<file path="src/rtl/freq_meter_mc.sv">
// Multi-channel gated frequency meter: counts synchronised rising edges per channel over a
// gate of L reference cycles and latches all counts at once. `FREQ_METER_SAT_EN` selects saturating counters with overflow flags.
module freq_meter_mc #(
  parameter int unsigned CHANNELS    = 4,
  parameter int unsigned CNT_W       = 32,
  parameter int unsigned GATE_W      = 24,
  parameter int unsigned SYNC_STAGES = 2
) (
  input  logic                      clk,
  input  logic                      rst,
  input  logic                      start,
  input  logic                      cont,
  input  logic [GATE_W-1:0]         gate_len,
  input  logic [CHANNELS-1:0]       test_in,
  output logic [CHANNELS*CNT_W-1:0] count_out,
  output logic                      valid,
  output logic                      busy,
  output logic [CHANNELS-1:0]       ovf
);

  typedef enum logic [1:0] {
    IDLE,
    ARM,
    COUNT,
    LATCH
  } state_t;

  state_t state, state_nxt;

  logic [CHANNELS-1:0] sync_q [SYNC_STAGES];
  logic [CHANNELS-1:0] hist;
  logic [CHANNELS-1:0] edge_pulse;
  logic [GATE_W-1:0]   gate_cnt;
  logic                gate_last;
  logic [CNT_W-1:0]    cnt [CHANNELS];

  // Synchroniser chain plus one history flop per channel
  always_ff @(posedge clk or negedge rst) begin
    if (!rst) begin
      for (int unsigned s = 0; s < SYNC_STAGES; s++) begin
        sync_q[s] <= '0;
      end
      hist <= '0;
    end else begin
      sync_q[0] <= test_in;
      for (int unsigned s = 1; s < SYNC_STAGES; s++) begin
        sync_q[s] <= sync_q[s-1];
      end
      hist <= sync_q[SYNC_STAGES-1];
    end
  end

  assign edge_pulse = sync_q[SYNC_STAGES-1] & ~hist;
  assign gate_last  = (gate_cnt == GATE_W'(1));
  assign busy       = (state != IDLE);

  always_ff @(posedge clk or negedge rst) begin
    if (!rst) begin
      state <= IDLE;
    end else begin
      state <= state_nxt;
    end
  end

  always_comb begin
    state_nxt = state;
    case (state)
      IDLE:    if (start) state_nxt = ARM;
      ARM:     state_nxt = COUNT;
      COUNT:   if (gate_last) state_nxt = LATCH;
      LATCH:   state_nxt = cont ? ARM : IDLE;
      default: state_nxt = IDLE;
    endcase
  end

  // A zero gate length is promoted to a single-cycle window
  always_ff @(posedge clk or negedge rst) begin
    if (!rst) begin
      gate_cnt <= '0;
    end else if (state == ARM) begin
      gate_cnt <= (gate_len == '0) ? GATE_W'(1) : gate_len;
    end else if (state == COUNT) begin
      gate_cnt <= gate_cnt - GATE_W'(1);
    end
  end

`ifdef FREQ_METER_SAT_EN
  logic [CHANNELS-1:0] ovf_acc;

  always_ff @(posedge clk or negedge rst) begin
    if (!rst) begin
      for (int unsigned c = 0; c < CHANNELS; c++) begin
        cnt[c] <= '0;
      end
      ovf_acc <= '0;
    end else if (state == ARM) begin
      for (int unsigned c = 0; c < CHANNELS; c++) begin
        cnt[c] <= '0;
      end
      ovf_acc <= '0;
    end else if (state == COUNT) begin
      for (int unsigned c = 0; c < CHANNELS; c++) begin
        if (edge_pulse[c]) begin
          if (cnt[c] == '1) begin
            ovf_acc[c] <= 1'b1;
          end else begin
            cnt[c] <= cnt[c] + CNT_W'(1);
          end
        end
      end
    end
  end

  always_ff @(posedge clk or negedge rst) begin
    if (!rst) begin
      ovf <= '0;
    end else if (state == LATCH) begin
      ovf <= ovf_acc;
    end
  end
`else
  always_ff @(posedge clk or negedge rst) begin
    if (!rst) begin
      for (int unsigned c = 0; c < CHANNELS; c++) begin
        cnt[c] <= '0;
      end
    end else if (state == ARM) begin
      for (int unsigned c = 0; c < CHANNELS; c++) begin
        cnt[c] <= '0;
      end
    end else if (state == COUNT) begin
      for (int unsigned c = 0; c < CHANNELS; c++) begin
        if (edge_pulse[c]) begin
          cnt[c] <= cnt[c] + CNT_W'(1);
        end
      end
    end
  end

  assign ovf = '0;
`endif

  always_ff @(posedge clk or negedge rst) begin
    if (!rst) begin
      count_out <= '0;
      valid     <= 1'b0;
    end else begin
      valid <= (state == LATCH);
      if (state == LATCH) begin
        for (int unsigned c = 0; c < CHANNELS; c++) begin
          count_out[c*CNT_W +: CNT_W] <= cnt[c];
        end
      end
    end
  end

endmodule

</file>
<file path="config.mk">
export PLATFORM = sky130hd
export DESIGN_NAME = freq_meter_mc
export DESIGN_NICKNAME = d
export VERILOG_FILES = /design/src/rtl/freq_meter_mc.sv
export SDC_FILE = /design/constraint.sdc
export NUM_CORES = 1
export LEC_CHECK = 0
export CAP_MARGIN = 20
export CORE_MARGIN = 3
export CORE_UTILIZATION = 59
export CTS_CLUSTER_SIZE = 16
export DETAILED_ROUTE_END_ITERATION = 7
export GPL_TIMING_DRIVEN = 0
export MAX_ROUTING_LAYER = met4
export PLACE_DENSITY = 0.89
export SYNTH_ARGS = -nofsm -noshare
export SYNTH_HDL_FRONTEND = slang
export SYNTH_SLANG_ARGS = --single-unit
export TNS_END_PERCENT = 50
</file>
<file path="constraint.sdc">
create_clock -name clk -period 3.55 [get_ports clk]
set_input_delay 0.355 -clock clk [delete_from_list [all_inputs] [get_ports clk]]
set_output_delay 0.355 -clock clk [all_outputs]
set_load 0.01 [all_outputs]
</file>
Word-level counts from Yosys, hierarchy flattened:

Cells that the tools add are included.

* bits in registers: 295
* output and inout port bits: 134
* logic and storage cells: 50

* $add $sub $neg: 5
* eq/ne operators: 6
* muxes and demuxes: 13
* bitwise logic cells: 2
* reduce and logical (&&, ||, !) cells: 13

Operators with widths (number)
* 2-to-1 mux 128 bit: 2
* adder 32 x 1 -> 32 bit, second input constant: 4
* 2-to-1 mux 32 bit: 4
* 2-to-1 mux 24 bit: 3
* == test 24 x 1 -> 1 bit, second input constant: 1
* logical NOT 24 bit: 1
* subtractor 24 x 1 -> 24 bit, second input constant: 1
* nonzero test 2 bit: 6
* AND reduction 2 bit: 5
* one-hot mux 2 bit (4 select lines): 1
* AND 4 bit: 1
* == test 2 bit, second input constant: 2
* 2-to-1 mux 2 bit: 2
* != test 2 bit, second input constant: 2
* NOT 4 bit: 1
* == test 2 x 1 -> 1 bit, second input constant: 1
* logical NOT 2 bit: 1
* 2-to-1 mux 1 bit: 1

Depth between registers and ports, before layout:

Gate-level depths: netlist of the first run.

* depth in word-level cells: 5
* mapped depth: 10
* mapped depth without buffers: 7

Worst setup path before layout of the first run:

OpenSTA, ideal clock, no wires.

* path kind: reg2reg
* from: reg state[1]
* to: reg cnt[58] (netlist bit)
* setup time: 78 ps
* arrival time: 2142 ps
* data required time: 3472 ps
* path slack: 1330 ps
* stages on the path, launching flop included: 9
* buffers on the path: 1
* cells stage by stage: dfrtp_1 > inv_1 > ha_1 > clkbuf_1 > nand3_1 > a21oi_1 > nand3_1 > or3_1 > a21oi_1

* word-level cells in the longest chain between the ends: 3
* elaborated cells on any way between the ends: 6

Ends and longest elaborated chain
* start: declaration: RTL line 28 `state_t state, state_nxt;`
* start signal: assignment: RTL line 61 `state <= state_nxt;`
* == test 2 x 1 -> 1 bit or == test 2 bit (tied branches): RTL line 127, 131
* nonzero test 2 bit (no source line)
* AND reduction 2 bit (no source line)
* end signal: indexed assignment: RTL line 134 `cnt[c] <= cnt[c] + CNT_W'(1);`
* end: declaration: RTL line 35 `logic [CNT_W-1:0] cnt [CHANNELS];`

Parallel ways exist; a longest one is shown, timed or not.
A chain may end at the register's enable or synchronous reset.

Worst setup path in the final report of the first run:

Ends and elaborated chain as after synthesis.

==> results of run 1 <==
## cells by family (layout without fill, tap and decap cells)
group,count (synthesis),count (layout)
multiplexers,133,133
flip-flops,295,295
adder cells (fa/ha/maj),11,11
other,1,4
XOR/XNOR,93,93
AND/OR/NAND/NOR,422,422
buffers and inverters,86,307
AO/OA/AOI/OAI,150,150
## power by group through the flow
stage | Combinational, mW | Clock [mW] | Sequential [mW]
after floorplan | 1.83 | 0 | 3.94
after global placement | 2.74 | 0 | 3.99
after detailed placement | 2.82 | 0 | 4.00
after CTS | 2.86 | 3.57 | 3.94
after global routing | 3.11 | 3.73 | 3.99
final | 2.88 | 3.53 | 3.95
## metal layers
| metal | part of all wire [%] | up-vias |
|---|---|---|
| met1 | 42 | 5068 |
| met3 | 5.8 | 83 |
| li1 | - | 4634 |
| met2 | 50 | 393 |
| met5 | 0 | - |
| met4 | 2.9 | 0 |
## area by class of cell
cell class / instances / area, µm² / share of cell area [%]
repair buffers: 164 / 1680 / 10.2
clock buffers: 42 / 897 / 5.45
multi-input cells: 813 / 5560 / 33.8
well taps: 280 / 350 / 2.13
inverters: 24 / 90.1 / 0.547
plain buffers: 62 / 259 / 1.57
clock inverters: 15 / 239 / 1.45
flip-flops and latches: 295 / 7380 / 44.9
## through the flow
step	util (%)	cell area (µm²)
5_1_grt	74.9	16500
6_report	74.9	16500
3_5_place_dp	69.7	15300
3_3_place_gp	69.4	15200
4_1_cts	74.9	16500
2_1_floorplan	-	13300
## final timing paths
path                                 startpoint                         end  slack, ns  cells past startpoint
hold / removal                       test_in[1]         sync_q[5]$_DFF_PN0_       0.24                      1
max in group asynchronous                   rst         cnt[99]$_DFFE_PN0P_       2.15                      3
hold reg to reg             sync_q[6]$_DFF_PN0_         sync_q[2]$_DFF_PN0_       0.35                      0
min in group asynchronous                   rst  count_out[110]$_DFFE_PN0P_       0.36                      2
setup / recovery           state[1]$_DFFE_PN0P_         cnt[58]$_DFFE_PN0P_       0.35                      8
setup reg to reg           state[1]$_DFFE_PN0P_         cnt[58]$_DFFE_PN0P_       0.35                      8
## critical path, cell delays in order (launching register included)
cell and delay (ns):
dfrtp_1 0.41, inv_1 0.11, ha_1 0.37, clkbuf_1 0.51
nand3_1 0.22, a21oi_1 0.66, nand3_1 0.25, or3_1 0.38
a21oi_1 0.18
## registers in the layout (all words and copies together) (netlist names)
| register | count |
|---|---|
| cnt | 128 |
| count_out | 128 |
| gate_cnt | 24 |
| hist | 4 |
| state | 2 |
| sync_q | 8 |
| valid | 1 |
## cell usage in the layout (no fill, tap or decap), drive strengths merged, types with 7 or more instances in the layout
cell	synthesis	routed
dfrtp	295	295
clkdlybuf4s50	0	160
mux2	132	132
nor2	120	120
clkbuf	51	93
nand2	69	69
a21oi	50	50
xnor2	50	50
o21ai	50	50
nand3	45	45
nand4	44	44
xor2	43	43
nor4	34	34
or3	27	27
inv	24	25
nor3	24	24
and3	17	17
buf	11	14
a22o	13	13
and4	11	11
ha	11	11
and2	7	7
==> results.ini, run 1 <==
[run_status]
status = completed

[synthesis]
synthCells = 1191
netlist_top_cells_count = 295 x dfrtp_1, 132 x mux2_2, 120 x nor2_1
synth_top_area_share_pct = 55.6
synth.cell_area_um2 = 13300
synth-edff-count = 0
synth_top_family_by_area = simple AND/OR/NAND/NOR gates
yosysMostFrequentCell = dfrtp_1
ys.flop_type = dfrtp_1
synth_area_per_cell_um2 = 11.1
synth-simple-area-share_pct = 16.3
synth_seq_cells = 295
synth_compound_area_share_pct = 6.96
ys_top_cells_by_area = dfrtp_1 56%, mux2_2 11%, nor2_1 3.4%
synthArstFlopShare_pct = 100
synth_cell_type_count = 59
synth_top_cell_by_area = dfrtp_1
seq_area_frac_synth_pct = 55.6
post_synth_fa_ha_maj_area_fraction_pct = 1.04
yosysWarnings = 0
synthXorXnorAreaFrac_pct = 6.14
synth.area.mux_share_pct = 11.3

[finish]
drive_gt1_share_pct = 14.6
fillCellCount = 1429
area_delta_synth_final_pct = 23.9
fin_cells = 1695
fin_nets = 1434
insertedDiodeCount = 0

[sta]
hold_viol = 0
skew_ns = 0.0206
max_freq_mhz = 313
whs_ns = 0.239
rsz0062_at_grt = false
timing.final.max_slew_violations = 0
tightest_slew_ns = 1.06
finalCriticalPeriod_ns = 3.20
fin_ws_ns = 0.355
fin_tns_setup_ns = 0
max-slew-margin-rel_pct = 27.4
min_period_over_period_pct = 90.0
setup_viol = 0

[clocking]
clock-sinks = 295
cts_tree = done
htree_levels = 1
numCtsBuffers = 31
clk_latency_ns = 0.55
cts_resized = 0
clockRootBuffer = clkbuf_16
clkSlewWorstSetupHoldPaths_ns = 0.06
post_cts_buffers = 0
cts_hold_buf = 1
clockBufferDepth = 3

[worst_setup_path]
worstSetupEndpointType = register
crit_fanout = 10
start_kind = register
critPathArrivalTime_ns = 3.64
worstSetupPathType = register to register
cp.required_ns = 4.00

[route]
drt_iter0_drc = 559
drc = 0
route.vias.total = 10200
ant_nets = 0
via_per_inst = 6.00
routed_wl_mm = 32.5
firstDrtPassIters = 5
routedWlPerCell_um = 19.2

[hold_path]
hold_class = input pin to register

[power]
power.internal_mw = 6.88
power.share.clock_pct = 34.0
p_leak_nw = 7.21
power_per_cell_area_nw_per_um2 = 630
net-switching-power_mw = 3.49
p_total_mw = 10.4
pwr-share-seq_pct = 38.2
peakVddDrop_v = 0.000478
switching_share_pct = 33.6
power_frac_comb_pct = 27.8

[placed_design]
place_hpwl_mm = 22.2
portBuffers = 161
place_inst = 1637
place_ws_ns = 0.456
place_congestion = 0.926

[floorplan]
core_area_um2 = 22000
ios = 166
initial_core_util_pct = 60.5
die_h_um = 156
die_w_um = 156
rows = 54
dieArea_um2 = 24300

[global_route]
use_met2_pct = 44.3
busiest_layer = met2
met1_usage_pct = 36.3
overflow = 0
antenna_found_initial = 0
grt_use_met3_pct = 3.44
grtUsageTotal_pct = 27.4
first_global_vias = 10400
grt_max_degree = 120
grt_pass1_wl_mm = 52.9

[run]
max_cap_viol_count = 0

No activity file was read; power rests on OpenSTA's default activity.
==> run 2, diff against run 1 <==
--- a/config.mk
+++ b/config.mk
@@ -5,6 +5,7 @@
 export SDC_FILE = /design/constraint.sdc
 export NUM_CORES = 1
 export LEC_CHECK = 0
+export ABC_AREA = 1
 export CAP_MARGIN = 20
 export CORE_MARGIN = 3
 export CORE_UTILIZATION = 59
@@ -12,7 +13,7 @@
 export DETAILED_ROUTE_END_ITERATION = 7
 export GPL_TIMING_DRIVEN = 0
 export MAX_ROUTING_LAYER = met4
-export PLACE_DENSITY = 0.89
+export PLACE_DENSITY = 0.88
 export SYNTH_ARGS = -nofsm -noshare
 export SYNTH_HDL_FRONTEND = slang
 export SYNTH_SLANG_ARGS = --single-unit
==> run 2 against run 1 <==
Net effect: combinational power rose by 100%; utilization fell by 2.1 points; via count increased by 46%.
==> results.ini, run 2 <==
[finish]
reg_top3 = cnt (128), count_out (128), gate_cnt (24)
drive_gt1_share_pct = 6.44
fillCellCount = 1948
layout_commonest_cell = nand2_1
final_cell_area_um2 = 18400
area_delta_synth_final_pct = 21.0
fin_nets = 2286
mostFrequentLayoutCells = 538 x nand2_1, 381 x nor2_1, 295 x dfrtp_1

[route]
routed_wl_mm = 46.0
via_per_inst = 5.74
firstDrtPassIters = 6
drc = 0
drt_iter0_drc = 1362
route.vias.total = 14900
routedWlPerCell_um = 17.7
ant_nets = 0

[run_status]
status = completed

[synthesis]
synth_cell_type_count = 41
synthCells = 2043
yosysMostFrequentCell = nand2_1
synth_top_cell_by_area = dfrtp_1
synth_seq_cells = 295
yosysWarnings = 0
netlist_top_cells_count = 538 x nand2_1, 381 x nor2_1, 295 x dfrtp_1
synth-edff-count = 0
ys_top_cells_by_area = dfrtp_1 49%, nand2_1 13%, nor2_1 9.4%
synth_area_per_cell_um2 = 7.44
synth.cell_area_um2 = 15200
ys.flop_type = dfrtp_1
seq_area_frac_synth_pct = 48.6
synthArstFlopShare_pct = 100
synth_top_area_share_pct = 48.6

[global_route]
grt_pass1_wl_mm = 74.7
overflow = 0
first_global_vias = 14700
grt_max_degree = 86
grtUsageTotal_pct = 33.7
antenna_found_initial = 1

[sta]
whs_ns = 0.242
max-slew-margin-rel_pct = 26.7
rsz0062_at_grt = false
setup_viol = 0
tightest_slew_ns = 1.10
timing.final.max_slew_violations = 0
hold_viol = 0
min_period_over_period_pct = 77.7
skew_ns = 0.0120
max_freq_mhz = 363
fin_tns_setup_ns = 0
finalCriticalPeriod_ns = 2.76

[floorplan]
die_h_um = 166
initial_core_util_pct = 60.2
core_area_um2 = 25300
dieArea_um2 = 27700
rows = 58
ios = 166
die_w_um = 166

[placed_design]
post_dp_cell_area_um2 = 17300
place_congestion = 0.981
place_hpwl_mm = 33.1
portBuffers = 161

[clocking]
clockBufferDepth = 3
htree_levels = 1
cts_hold_buf = 1
clk_latency_ns = 0.57
clkSlewWorstSetupHoldPaths_ns = 0.07
post_cts_buffers = 0
cts_resized = 0
numCtsBuffers = 30
clockRootBuffer = clkbuf_16
cts_tree = done
clock-sinks = 295

[worst_setup_path]
worstSetupPathType = register to register
worstSetupEndpointType = register
critPathArrivalTime_ns = 3.24
r2r_start = state[0]$_DFFE_PN0P_
reg2reg_to = cnt[13]$_DFFE_PN0P_
ff2ff_setup_slack_ns = 0.79
crit_fanout = 10
start_kind = register
cp.required_ns = 4.03
r2r_cells = 8

[power]
peakVddDrop_v = 0.000588
p_leak_nw = 8.01
power_per_cell_area_nw_per_um2 = 768

[hold_path]
hold_class = input pin to register
holdCritStartpoint = test_in[1]
min_path_cells = 1
min_to = sync_q[5]$_DFF_PN0_

[run]
max_cap_viol_count = 0

[run 2: cell types whose count changed after synthesis, sizes merged, moves of 27 or more]
| cell | previous run | this run |
|---|---|---|
| a21oi | 50 | 155 |
| nor4 | 34 | 0 |
| buf | 11 | 40 |
| nand2 | 69 | 542 |
| nor2 | 120 | 394 |
| mux2 | 132 | 25 |
| o21ai | 50 | 103 |
| inv | 24 | 195 |
| xor2 | 43 | 13 |
| nand3 | 45 | 154 |
| xnor2 | 50 | 3 |
| or3 | 27 | 0 |
[run 2: worst max path at each step]
stage | cells past startpoint | slack, ns | to | startpoint
finish | 8 | 0.79 | cnt[13]$_DFFE_PN0P_ | state[0]$_DFFE_PN0P_
global route | 8 | 0.63 | cnt[57]$_DFFE_PN0P_ | state[0]$_DFFE_PN0P_
CTS | 8 | 0.85 | cnt[13]$_DFFE_PN0P_ | state[0]$_DFFE_PN0P_
detailed placement | 8 | 0.89 | cnt[57]$_DFFE_PN0P_ | state[0]$_DFFE_PN0P_
global placement | 1 | -10.45 | cnt[82]$_DFFE_PN0P_ | rst
floorplan | 9 | 1.73 | cnt[68]$_DFFE_PN0P_ | state[0]$_DFFE_PN0P_
[run 2: layout make-up]
cell class / count / area, µm² / share of cell area, %
flip-flops and latches: 295 / 7380 / 40.2
plain buffers: 68 / 310 / 1.69
well taps: 330 / 413 / 2.25
clock inverters: 18 / 236 / 1.29
multi-input cells: 1487 / 6780 / 36.9
clock buffers: 38 / 812 / 4.42
diodes: 2 / 5.00 / 0.0272
inverters: 196 / 737 / 4.01
repair buffers: 165 / 1710 / 9.30
[run 2: cell families after synthesis]
logic type               synth area share, %
AO/OA/AOI/OAI                           9.60
AND/OR/NAND/NOR                         31.2
other                                 0.0247
XOR/XNOR                               0.922
adder cells (fa/ha/maj)                0.906
buffers and inverters                   6.89
multiplexers                            1.85
flip-flops                              48.6
[run 2: power breakdown]
| group | total [mW] | switching [mW] | internal [mW] |
|---|---|---|---|
| clock network | 3.37 | 1.38 | 1.99 |
| registers | 4.92 | 0.661 | 4.26 |
| logic | 5.83 | 3.60 | 2.23 |
| total | 14.1 | 5.65 | 8.47 |
[run 2: critical path, cell delays in order (launching register included)]
cell and delay [ns]:
dfrtp_1 0.43, inv_1 0.12, ha_1 0.29, buf_2 0.18, buf_2 0.23, nand2_2 0.24
clkbuf_1 0.77, o21ai_0 0.23, nor2_1 0.19
[run 2: routing by layer]
layer / global-route usage (%) / up-vias / part of all wire [%] / routed length (µm)
li1: - / 6922 / - / -
met4: 16.4 / 0 / 5.8 / 2670
met5: - / - / 0 / 0
met1: 42.0 / 7065 / 40 / 18300
met2: 54.6 / 736 / 47 / 21700
met3: 4.98 / 187 / 7.2 / 3310
[run 2: through the flow]
stage / setup slack [ns] / power [mW] / utilization [%] / cells
floorplan: 1.73 / 7.90 / - / 2046
global placement: -10.45 / 10.5 / 68.2 / 2537
detailed placement: 0.894 / 10.7 / 68.6 / 2540
CTS: 0.847 / 14.1 / 72.8 / 2597
global route: 0.631 / 14.9 / 72.8 / 2598
finish: 0.792 / 14.1 / 72.8 / 2599
==> run 3, diff against run 2 <==
--- a/config.mk
+++ b/config.mk
@@ -8,12 +8,12 @@
 export ABC_AREA = 1
 export CAP_MARGIN = 20
 export CORE_MARGIN = 3
-export CORE_UTILIZATION = 59
+export CORE_UTILIZATION = 57
 export CTS_CLUSTER_SIZE = 16
 export DETAILED_ROUTE_END_ITERATION = 7
 export GPL_TIMING_DRIVEN = 0
 export MAX_ROUTING_LAYER = met4
-export PLACE_DENSITY = 0.88
+export PLACE_DENSITY = 0.85
 export SYNTH_ARGS = -nofsm -noshare
 export SYNTH_HDL_FRONTEND = slang
 export SYNTH_SLANG_ARGS = --single-unit
==> constraint.sdc (replaced) <==
create_clock -name clk -period 2.6 [get_ports clk]
set_input_delay 0.26 -clock clk [delete_from_list [all_inputs] [get_ports clk]]
set_output_delay 0.26 -clock clk [all_outputs]
set_load 0.01 [all_outputs]
==> run 3 against run 2 <==
Net effect: design area down 0.24%; count of clock-buffer cells in the layout up 3; via count is 3.3% lower; largest power group unchanged; power up 35%; highest routed layer unchanged; critical path type unchanged.
==> results.ini, run 3 (synthesis gave the netlist of run 2 again) <==
[sta]
tightest_slew_ns = 1.02
max_freq_mhz = 402
finalCriticalPeriod_ns = 2.49
max-slew-margin-rel_pct = 31.8
min_period_over_period_pct = 95.7
rsz0062_at_grt = true
hold_viol = 0
timing.final.max_slew_violations = 0
setup_viol = 0
skew_ns = 0.00831

[hold_path]
hold_class = input pin to register
min_to = sync_q[5]$_DFF_PN0_
holdCritStartpoint = test_in[1]
min_path_cells = 1

[power]
power_per_cell_area_nw_per_um2 = 1040
p_leak_nw = 8.02
peakVddDrop_v = 0.000713
p_total_mw = 19.1

[route]
routedWlPerCell_um = 17.1
via_per_inst = 5.55
route.vias.total = 14400
drt_iter0_drc = 1398
routed_wl_mm = 44.3
ant_nets = 0
drc = 0
firstDrtPassIters = 7

[global_route]
first_global_vias = 14100
grtUsageTotal_pct = 31.9
antenna_found_initial = 0
grt_max_degree = 116
grt_pass1_wl_mm = 71.9
overflow = 0

[placed_design]
place_inst = 2544
place_hpwl_mm = 32.4
portBuffers = 161
place_congestion = 1.00

[run_status]
status = completed

[clocking]
clkSlewWorstSetupHoldPaths_ns = 0.06
numCtsBuffers = 30
clock-sinks = 295
cts_tree = done
clockBufferDepth = 3
clk_latency_ns = 0.56
clockRootBuffer = clkbuf_16
htree_levels = 1

[finish]
mostFrequentLayoutCells = 538 x nand2_1, 381 x nor2_1, 295 x dfrtp_1
reg_top3 = cnt (128), count_out (128), gate_cnt (24)
fin_cells = 2597
drive_gt1_share_pct = 6.45
multiInputGateArea_um2 = 6780
fin_nets = 2285
seq_area_um2 = 7380
insertedDiodeCount = 0
area_delta_synth_final_pct = 20.7
fillCellCount = 2153
layout_commonest_cell = nand2_1

[worst_setup_path]
timing.critical_path.buf_inv = 3
r2r_cells = 6
worstSetupEndpointType = register
start_kind = register
critical_path.cell_chain = ha_1, clkbuf_1, clkbuf_1, buf_2, nor2_1, a21oi_1
critPathArrivalTime_ns = 2.97
ff2ff_setup_slack_ns = 0.11
cp.required_ns = 3.08
cpPeakStageDelay_ns = 0.80
path_depth = 6
reg2reg_to = count_out[120]$_DFFE_PN0P_
crit_family = buffers and inverters
crit_top_cell = clkbuf_1
cpMaxStageDelayCell = clkbuf_1
worstSetupPathType = register to register
r2r_start = state[1]$_DFFE_PN0P_
crit_fanout = 10

[floorplan]
die_h_um = 169
die_w_um = 169
rows = 59
ios = 166
core_area_um2 = 26100
initial_core_util_pct = 58.1
dieArea_um2 = 28700

[run]
max_cap_viol_count = 0

==> run 3: metrics by stage <==
stage	cell area, µm²	util, %	hold slack [ns]	setup WS [ns]	setup TNS [ns]
after floorplan	15200	-	-0.0356	0.781	0
after global placement	17200	66.0	0.332	-11.38	-3346.62
after detailed placement	17300	66.2	0.317	-0.0722	-1.30
after CTS	18300	70.2	0.206	0.0413	0
after global routing	18300	70.2	0.207	-0.00649	-0.00904
final	18300	70.2	0.221	0.111	0
==> run 3: how the worst max path moves through the flow <==
stage	startpoint	end	slack, ns
2_1_floorplan	state[0]$_DFFE_PN0P_	cnt[68]$_DFFE_PN0P_	0.78
3_3_place_gp	rst	count_out[42]$_DFFE_PN0P_	-11.38
3_5_place_dp	state[0]$_DFFE_PN0P_	cnt[89]$_DFFE_PN0P_	-0.07
4_1_cts	state[0]$_DFFE_PN0P_	cnt[77]$_DFFE_PN0P_	0.04
5_1_grt	state[0]$_DFFE_PN0P_	count_out[118]$_DFFE_PN0P_	-0.006
6_report	state[1]$_DFFE_PN0P_	count_out[120]$_DFFE_PN0P_	0.11
==> run 3: final cells by class <==
cell class	count	area share (%)
sequential	295	40.3
multi-input combinational	1487	37.0
timing repair buffer	164	9.17
clock buffer	41	4.71
inverter	196	4.02
tap	335	2.29
buffer	68	1.73
clock inverter	11	0.873
==> run 3: what timing repair did <==
action                                  4_1_cts  5_1_grt
buffers inserted                              0        0
hold buffers                                  1        0
endpoints found under the setup margin       51       12
hold endpoints to repair                     89        0
resized for setup                             3        2
==> run 3: power breakdown <==
part           internal (mW)  switching [mW]  leakage [nW]
sequential              5.81           0.894          3.81
combinational           3.04            4.85          3.71
clock                   2.70            1.82         0.500
==> run 3: per-layer routing <==
layer / part of all wire, % / vias up / track usage [%]
li1: - / 6921 / -
met1: 43 / 6806 / 42.5
met5: 0 / - / -
met2: 48 / 574 / 51.7
met4: 3.4 / 0 / 11.1
met3: 6.1 / 117 / 3.28
